`config.mk`:
```
export PLATFORM = sky130hd
export DESIGN_NAME = lsb_extract_ctrl
export DESIGN_NICKNAME = d
export VERILOG_FILES = /design/src/rtl/lsb_extract_ctrl.sv
export SDC_FILE = /design/constraint.sdc
export NUM_CORES = 1
export LEC_CHECK = 0
export ABC_AREA = 1
export CORE_AREA = 2 2 67 69
export DETAILED_ROUTE_END_ITERATION = 6
export DIE_AREA = 0 0 69 71
export PLACE_DENSITY_LB_ADDON = 0.3
export SLEW_MARGIN = 20
export SYNTH_ARGS = -nofsm -noshare
export SYNTH_HDL_FRONTEND = slang
export SYNTH_SLANG_ARGS = --single-unit
```
`constraint.sdc`:
```
create_clock -name clk -period 2.7 [get_ports clk]
set_clock_uncertainty 0.15 [all_clocks]
set_input_delay 0.27 -clock clk [delete_from_list [all_inputs] [get_ports clk]]
set_output_delay 0.27 -clock clk [all_outputs]
set_load 0.005 [all_outputs]
```
`src/rtl/lsb_extract_ctrl.sv`:
```
// LSB steganography extraction sequencer: pulls one hidden byte from each 64-bit pixel
// word and streams it out until a delimiter byte or the length limit ends the message.
module lsb_extract_ctrl #(
    parameter logic [7:0]  DELIM   = 8'h23,
    parameter int unsigned MAX_LEN = 1024,
    parameter int unsigned LEN_W   = 16
) (
    input  logic             clk,
    input  logic             resetn,
    input  logic             start,
    input  logic [63:0]      s_pixel,
    input  logic             s_valid,
    output logic             s_ready,
    output logic [7:0]       m_data,
    output logic             m_valid,
    input  logic             m_ready,
    output logic             busy,
    output logic             done,
    output logic             overflow,
    output logic [LEN_W-1:0] msg_len
);

    typedef enum logic [1:0] {
        ST_IDLE  = 2'd0,
        ST_RUN   = 2'd1,
        ST_DRAIN = 2'd2
    } state_t;

    localparam logic [LEN_W-1:0] MAX_LEN_C = LEN_W'(MAX_LEN);

    // Hidden bit i sits in the LSB of cover byte lane i.
    function automatic logic [7:0] extract_byte(input logic [63:0] pixel);
        logic [7:0] x;
        for (int i = 0; i < 8; i++) begin
            x[i] = pixel[8*i];
        end
        return x;
    endfunction

    state_t           state_r, state_s;
    logic [7:0]       m_data_r;
    logic             m_valid_r;
    logic             overflow_r;
    logic             done_r;
    logic [LEN_W-1:0] msg_len_r;

    logic             accept_s;
    logic [7:0]       x_s;
    logic             is_delim_s;
    logic [LEN_W-1:0] msg_len_inc_s;
    logic             hits_max_s;
    logic             load_s;
    logic             clear_s;
    logic             set_ovf_s;
    logic             drain_exit_s;

    assign s_ready       = (state_r == ST_RUN) && (!m_valid_r || m_ready);
    assign accept_s      = s_valid && s_ready;
    assign x_s           = extract_byte(s_pixel);
    assign is_delim_s    = (x_s == DELIM);
    assign msg_len_inc_s = msg_len_r + {{(LEN_W-1){1'b0}}, 1'b1};
    assign hits_max_s    = (msg_len_inc_s == MAX_LEN_C);

    assign m_data   = m_data_r;
    assign m_valid  = m_valid_r;
    assign busy     = (state_r != ST_IDLE);
    assign done     = done_r;
    assign overflow = overflow_r;
    assign msg_len  = msg_len_r;

    // Next-state and datapath strobes; done_r masks start so a start in the done cycle is dropped.
    always_comb begin
        state_s      = state_r;
        load_s       = 1'b0;
        clear_s      = 1'b0;
        set_ovf_s    = 1'b0;
        drain_exit_s = 1'b0;
        case (state_r)
            ST_IDLE: begin
                if (start && !done_r) begin
                    state_s = ST_RUN;
                    clear_s = 1'b1;
                end else begin
                    state_s = ST_IDLE;
                end
            end
            ST_RUN: begin
                if (accept_s) begin
                    if (is_delim_s) begin
                        state_s = ST_DRAIN;
                    end else begin
                        load_s = 1'b1;
                        if (hits_max_s) begin
                            set_ovf_s = 1'b1;
                            state_s   = ST_DRAIN;
                        end else begin
                            state_s = ST_RUN;
                        end
                    end
                end else begin
                    state_s = ST_RUN;
                end
            end
            ST_DRAIN: begin
                if (!m_valid_r || m_ready) begin
                    state_s      = ST_IDLE;
                    drain_exit_s = 1'b1;
                end else begin
                    state_s = ST_DRAIN;
                end
            end
            default: begin
                state_s = ST_IDLE;
            end
        endcase
    end

    // State, output register, length counter and status flags.
    always_ff @(posedge clk) begin
        if (!resetn) begin
            state_r    <= ST_IDLE;
            m_data_r   <= 8'h00;
            m_valid_r  <= 1'b0;
            overflow_r <= 1'b0;
            done_r     <= 1'b0;
            msg_len_r  <= {LEN_W{1'b0}};
        end else begin
            state_r <= state_s;
            done_r  <= drain_exit_s;
            if (load_s) begin
                m_data_r  <= x_s;
                m_valid_r <= 1'b1;
            end else if (m_ready) begin
                m_valid_r <= 1'b0;
            end else begin
                m_valid_r <= m_valid_r;
            end
            if (clear_s) begin
                msg_len_r <= {LEN_W{1'b0}};
            end else if (load_s) begin
                msg_len_r <= msg_len_inc_s;
            end else begin
                msg_len_r <= msg_len_r;
            end
            if (clear_s) begin
                overflow_r <= 1'b0;
            end else if (set_ovf_s) begin
                overflow_r <= 1'b1;
            end else begin
                overflow_r <= overflow_r;
            end
        end
    end

endmodule

```
==> results of run 1 <==
per-stage QoR:
step                      std cells  hold slack [ns]  cell area (um2)
after CTS                       337            0.311             2120
after floorplan                 239            0.236             1560
final                           337            0.310             2120
after global routing            337            0.322             2120
after detailed placement        329            0.294             2020
after global placement          329            0.291             2020
cell type report:
class                      instances  share of cell area
multi-input combinational        174               0.393
sequential                        29               0.273
timing repair buffer              43               0.200
inverter                          31              0.0548
clock buffer                       7              0.0454
tap                               52              0.0306
clock inverter                     1             0.00236
cell usage in the layout (no fill, tap or decap):
cell	instances
a31oi_1	5
ha_1	2
nor2_2	5
nand3b_1	3
nand3_1	8
o21a_1	1
dfxtp_1	29
nand2_1	54
clkbuf_8	7
clkdlybuf4s50_1	41
inv_1	28
nand3_2	2
nor4_1	2
nand2_2	2
clkinv_2	1
o21ai_0	25
nor3_2	1
nand4_1	7
a21oi_1	12
o21ai_1	1
buf_4	2
inv_2	3
nor2_1	40
nor2_4	2
nor3_1	1
o21bai_1	1
kinds of logic after synthesis:
family | Yosys count
DFF | 29
adders and majority gates | 2
buffers and inverters | 36
and+or+nand+nor | 127
AOI/OAI and AO/OA | 45
worst max path at each step:
| stage | endpoint | cells past startpoint |
|---|---|---|
| finish | state_r[0] | 12 |
| CTS | state_r[0] | 12 |
| floorplan | state_r[0] | 12 |
| global placement | overflow | 9 |
| detailed placement | overflow | 9 |
| global route | state_r[0] | 12 |
critical path, cell delays in order, from the launching register on:
cell and delay, ns:
dfxtp_1 0.44, ha_1 0.29, nand3_2 0.15, o21ai_0 0.19
nand2_1 0.09, nor2_1 0.13, nand3_1 0.09, nor2_1 0.09
nand2_1 0.08, nand2_1 0.06, nand2_1 0.06, nand2_1 0.06
a21oi_1 0.05
flip-flops by register name, summed over array words and instances (netlist names):
| register | cells |
|---|---|
| m_data | 8 |
| m_valid | 1 |
| state_r | 2 |
| done | 1 |
| overflow | 1 |
| msg_len | 16 |
power by group through the flow:
stage / Clock (mW) / Combinational (mW) / Sequential, mW
floorplan: 0 / 0.0604 / 0.475
global placement: 0 / 0.133 / 0.476
detailed placement: 0 / 0.134 / 0.476
CTS: 0.418 / 0.135 / 0.467
global route: 0.435 / 0.152 / 0.471
finish: 0.407 / 0.134 / 0.467
metal layers:
| layer | share of wire | up-vias |
|---|---|---|
| met2 | 0.44 | 48 |
| met4 | 0.021 | 0 |
| li1 | - | 871 |
| met1 | 0.47 | 695 |
| met3 | 0.074 | 9 |
| met5 | 0 | - |
==> results.md, run 1 <==
- The run finished with clean final reports.
- The sequential power share is 0.464.
- The proportion of synthesized area in mux cells is 0.
- The TritonCTS clock tree is built.
- The total overflow left after global routing is 0.
- The detailed-route vias per instance is 4.82.
- In the routed design, unresolved DRC markers number 0.
- The number of setup violations in the final report is 0.
- Buffers placed on the I/O ports in this run total 41.
- Row generation in the floorplan step produced 24 rows.
- The number of cells produced by synthesis is 239.
- The final weighted congestion in routability-driven placement is 0.838.
- The initial antenna violation count is 0.
- The worst register-to-register path has a depth of 12.
- The XOR/XNOR share of the synthesized area is 0.
- The hold violation count in the final report is 0.
- The clock-pin slew on the worst setup and hold paths is 0.06 ns.
- The worst hold path cell count is 1.
- The required time of the worst setup path is 2.72 ns.
- The post-synthesis cell type with the largest combined area is dfxtp_1.
- The start point of the critical path is msg_len[0].
- The count of maximum capacitance violations is 0.
- The die is 69 um wide.
- The number of max-slew violations in the final report is 0.
- In the final timing run, aggregate negative setup slack is 0 ns.
- The critical path startpoint category is a register.
- The core area is 4200 um2.
- Of the total synthesized cell area, the portion taken by AND, OR, NAND and NOR gates is 0.368.
- The number of synthesized flops with an enable pin is 0.
- Before CTS, the worst setup slack after placement is 0.443 ns.
- The number of global-route vias before repair was 1468.
- The HPWL after detailed placement is 2640 um.
- The number of sinks handled by clock tree synthesis is 29.
- The worst hold-check path type is reg -> reg.
- The post-route minimum period is 2.05 ns.
- The worst-path maximum fanout is 8.
- When the netlist entered floorplanning its net count stood at 310.
- STA classifies the critical path endpoint as a register.
- The antenna diode count is 0.
- The startpoint of the most critical register-to-register path is msg_len[0].
- VDD sags by at most 241 uV.
- The cell sitting at the root of the clock tree is a clkbuf_8.
- The number of violations reported at the end of detailed-routing iteration 0 is 97.
- The cell area after synthesis is 1560 um2.
- The layer with the highest usage is met2.
- In the global route stage, met2 resource usage came out at 0.255.
- The final layout contains 355 nets.
- The number of hold buffers added after CTS was 0.
- The relative contribution of the clock network to total power is 0.404.
- Summing internal, switching and leakage power gives 1.01 mW.
- The height of the chip is 71 um.
- The transition time at the pin with the least slew margin is 0.474 ns.
- The start point of the worst hold path is state_r[0].
- The total of fill cells in the finished design is 452.
- The initial utilization of the core area, before any placement, comes to 0.370.
- Entering global routing, the biggest net connects 33 pins.
- The met1 track demand over resource in global routing is 0.189.
- By area the synthesized netlist is led by dfxtp_1 37%, nand2_1 13%, nor2_1 9.7%.
- The average instance in the mapped netlist occupies 6.51 um2.
- In the synthesized netlist, the cells that appear most often are 54 x nand2_1, 40 x nor2_1, 29 x dfxtp_1.
- The post-route fraction of the period consumed by the critical path is 0.759.
- The share of the yosys chip area belonging to registers is 0.373.
- The slack of the worst reg-to-reg path is 0.65 ns.
- The internal cell power is 0.750 mW.
- The switching power is 0.257 mW.
- The switching fraction of total power is 0.255.
- The critical path start-end classification is reg -> reg.
- For this run, global-route usage on met3 was measured as 0.0598.
- The total area of multi-input combinational cells is 835 um2.
- The share of final-layout standard cells stronger than drive strength 1 is 0.0877.
- The share of Yosys cell area claimed by the top area cell type is 0.373.
- Once detail routing completed, the nets flagged for antenna violations numbered 0.
- Post-CTS repair changed the size of 0 cells.
- Summing over every cut layer, the via total after detailed routing is 1623.
- The layout-stage area growth over the synthesis result is 36.5%.
- Counting flops with an async set or reset pin after synthesis yields a share of 0.
- Setup slack on the critical path of the routed design comes to 0.651 ns.
- The fmax is 0.488 GHz.
- The area fraction in compound gates after synthesis is 0.152.
- The H-tree generated during clock tree synthesis spans 2 levels.
- Across every metal layer, demand over resource in global routing totals 0.159.
- By area, the combinational part of the netlist is dominated by simple AND/OR/NAND/NOR gates.
- The end point of the worst hold path is done.
- The final standard cell utilization of the core is 0.505.
- Data on the critical path arrives at its endpoint at 2.07 ns.
- After detailed routing, the average wire length per cell comes to 10.8 um.
- The sequential cell area is 581 um2.
- The aggregate routed wire length is 3660 um.
- Dividing total power by cell area gives a power density of 474 nW/um2.
- In this run, CTS created clock tree buffers numbering 5.
- The clock passes through at most 2 buffers.
- The cell leakage power is 0.851 nW.
- Headroom to the max-slew limit came out at 0.681.
- The count of distinct cell types in the synthesized netlist is 25.
- For this design the top-level I/O count stands at 98.
- Of the total synthesized cell area, the portion taken by full adders, half adders and majority gates is 0.0161.
- The most frequent cell after synthesis is nand2_1.
- The global-route wire length before repair is 6310 um.
- The end of the worst register-to-register path is state_r[0].
- Setup repair after global routing left no endpoint under its margin.
- The number of flip-flops and latches in the synthesized netlist is 29.
- The combinational fraction of design power is 0.133.
- The first-pass iteration count of the detailed router is 5.
- Buffers added to address setup during post-CTS repair amount to 0.
- In the synthesized netlist the dominant register cell turns out to be dfxtp_1.
- The total of warnings raised by yosys is 0.
- The floorplan die area is 4900 um2.
- The later pin in the worst-skew pair is clocked with a latency of 0.29 ns.
(Power assumes the default switching activity.)
==> inputs of run 2 (changes only) <==
Settings changed: CORE_AREA 2 2 67 69 to 2 2 68 70, DIE_AREA 0 0 69 71 to 0 0 70 72.
Clock period 2.7 ns to 1.9 ns, I/O delays scaled along.
==> run 2 against run 1 <==
Global-route usage grew 0.18 points; total power grew 40%; maximum frequency grew 8.0%; via count grew 7.3%; utilization grew 6.2 points; non-clock buffer count grew 28; first-iteration DRC count grew 14%.
==> results.md, run 2 (synthesized netlist as in run 1, its figures left out) <==
- The run finished with clean final reports.
- The required time of the worst setup path is 1.93 ns.
- The first TritonRoute pass finished after 4 iterations.
- The count of buffers added on input and output ports is 41.
- The slack of the worst reg-to-reg path is 0.003 ns.
- The remaining global-route overflow is 0.
- The delay of the slowest cell on the worst path is 0.34 ns.
- The signal on the critical path passes through buf_12 > ha_4 > nand3_4 > nor2_4 > buf_4 > nand2_2 > nand2_2 > nor2_1 > nand3_1 > nor2_1 > nand2_1 > nand2_1 > nand2_2 > nand2_1 > a21oi_1.
- The final weighted congestion in routability-driven placement is 0.798.
- In this run, post-CTS hold repair placed 0 buffers.
- The longest clock path from root to sink contains 2 buffers.
- IR analysis of the VDD net gives a maximum drop of 341 uV.
- The switching power is 0.381 mW.
- The post-route fraction of the period consumed by the critical path is 0.998.
- The tool flagged a number of max-cap violations equal to 0.
- The detailed-route vias per instance is 4.77.
- The analysis attributes to cell leakage a power of 1.01 nW.
- The clock-pin slew on the worst setup and hold paths is 0.07 ns.
- The finished cells cover 2420 um2.
- The layout-stage area growth over the synthesis result is 55.5%.
- The internal power of the cells totals 1.03 mW.
- After the first detailed-routing iteration, the DRC count stood at 111.
- The post-route minimum period is 1.90 ns.
- The end of the worst register-to-register path is state_r[0].
- The boundary pin count is 98.
- Across the whole layout, storage elements account for 588 um2.
- The clock drives 29 sinks.
- The aggregate routed wire length is 4060 um.
- After filler insertion, the fill cell instance count of the layout stands at 437.
- Along the worst path, the maximum fanout reaches 4.
- Leaving out fill and tap cells, the most frequent cell in the layout is nand2_1.
- In the final routed layout, each cell accounts on average for 11.1 um.
- The termination of the worst setup path is state_r[0].
- The switching fraction of total power is 0.271.
- Setup repair after global routing could not meet its margin everywhere.
- The initial antenna violation count was 0.
- The floorplan step set the die width to 70 um.
- The number of remaining DRC errors is 0.
- The floorplan step defined a die boundary enclosing 5040 um2.
- The total global routing track utilization is 0.161.
- The first global-routing pass estimated 6530 um of wire.
- The HPWL reported at the end of detailed placement is 2950 um.
- The largest individual stage delay along the critical path comes from the cell dfxtp_2.
- The transition time at the pin with the least slew margin is 0.483 ns.
- Static timing analysis puts the maximum clock frequency at 0.527 GHz.
- The floorplan step set the die height to 72 um.
- Once detail routing completed, the nets flagged for antenna violations numbered 0.
- CTS placed an instance of clkbuf_8 at the clock tree root.
- The total clock buffers created by CTS is 5.
- For this run, the post-layout net count is 383.
- Entering global routing, the biggest net connects 17 pins.
- The combinational fraction of design power is 0.172.
- The total area of multi-input combinational cells is 892 um2.
- The number of cells on the worst reg-to-reg path is 15.
- The critical path startpoint category is a register.
- The number of global-route vias before repair was 1505.
- Power spread over the standard cell area amounts to 582 nW/um2.
- The floorplan row count is 24.
- The share of final-layout standard cells stronger than drive strength 1 is 0.214.
- Once routing completed, OpenROAD measured the worst setup slack at 0.00289 ns.
- The initial utilization of the core area, before any placement, comes to 0.365.
- The number of setup violations in the final report is 0.
- The share of total power dissipated in the clock network is 0.359.
- The core area is 4260 um2.
- The worst slew margin relative to its limit is 0.676.
- The placed instances occupy a cell area of 2170 um2.
- In the layout the commonest cells are 48 x nand2_1, 41 x clkdlybuf4s50_1, 39 x nor2_1, 28 x inv_1, 26 x buf_4.
- The H-tree generated during clock tree synthesis spans 2 levels.
- The setup slack at placement is -0.228 ns.
- The sequential power share is 0.470.
- The path class of the tightest hold or removal check is reg -> reg.
- The worst setup path is captured at a register.
- The detailed-route via count is 1741.
- The data arrival at the endpoint of the critical path is 1.93 ns.
- The clock network latency to the later pin of the worst-skew pair is 0.29 ns.
- The antenna diode count is 0.
- The hold violation count in the final report is 0.
- The TritonCTS clock tree is built.
- The worst setup path is of the reg -> reg kind.
- The worst register-to-register path begins at msg_len[0].
- The number of flip-flops under the largest register name is 16.
- The start point of the critical path is msg_len[0].
- The number of max-slew violations in the final report was 0.
==> run 2: repair_timing <==
action                     CTS  global route
gates resized for setup      2            22
pin swaps                    0            12
setup buffers                0            10
setup endpoints to repair   18            11
==> run 2: how the worst min path moves through the flow <==
stage           startpoint  cells after the start  slack, ns         to
4_1_cts         state_r[0]                      1       0.29       done
6_report        state_r[0]                      1       0.29       done
3_5_place_dp    state_r[0]                      1       0.28       done
5_1_grt        s_pixel[40]                      3       0.33  m_data[5]
2_1_floorplan   s_pixel[0]                      2       0.16  m_data[0]
3_3_place_gp    state_r[0]                      1       0.28       done
==> run 2: per-stage QoR <==
step | hold slack, ns | power [mW] | utilization | instances | TNS, ns
final | 0.290 | 1.41 | 0.567 | 365 | 0
after global placement | 0.283 | 0.895 | 0.509 | 347 | -2.79
after floorplan | 0.156 | 0.760 | - | 239 | 0
after CTS | 0.292 | 1.40 | 0.530 | 355 | 0
after global routing | 0.332 | 1.49 | 0.567 | 365 | -0.464
after detailed placement | 0.281 | 0.897 | 0.509 | 347 | -3.53
==> run 2: power groups by stage <==
| stage | registers [mW] | clock network [mW] | logic, mW |
|---|---|---|---|
| 3_5_place_dp | 0.670 | 0 | 0.226 |
| 6_report | 0.661 | 0.505 | 0.242 |
| 5_1_grt | 0.665 | 0.560 | 0.267 |
| 2_1_floorplan | 0.674 | 0 | 0.0859 |
| 3_3_place_gp | 0.671 | 0 | 0.224 |
| 4_1_cts | 0.658 | 0.517 | 0.228 |
==> run 2: area by class of cell <==
class / count / share of cell area
clock inverter: 3 / 0.00724
timing repair buffer: 71 / 0.276
inverter: 31 / 0.0491
sequential: 29 / 0.243
multi-input combinational: 174 / 0.369
tap: 52 / 0.0269
clock buffer: 5 / 0.0285
==> run 2: critical path, delay by kind of cell, from the launching register on <==
kind / cells / cell delay (ns)
AND/OR/NAND/NOR: 11 / 0.83
adder cells (fa/ha/maj): 1 / 0.16
buffers and inverters: 2 / 0.25
flip-flops: 1 / 0.34
AO/OA/AOI/OAI: 1 / 0.05
==> run 2: routing by layer <==
metal	routed length, um	up-vias	GRT usage
met5	0	-	0
met4	73	0	0.0620
met3	306	6	0.0486
met2	1940	54	0.270
met1	1740	759	0.196
li1	-	922	-
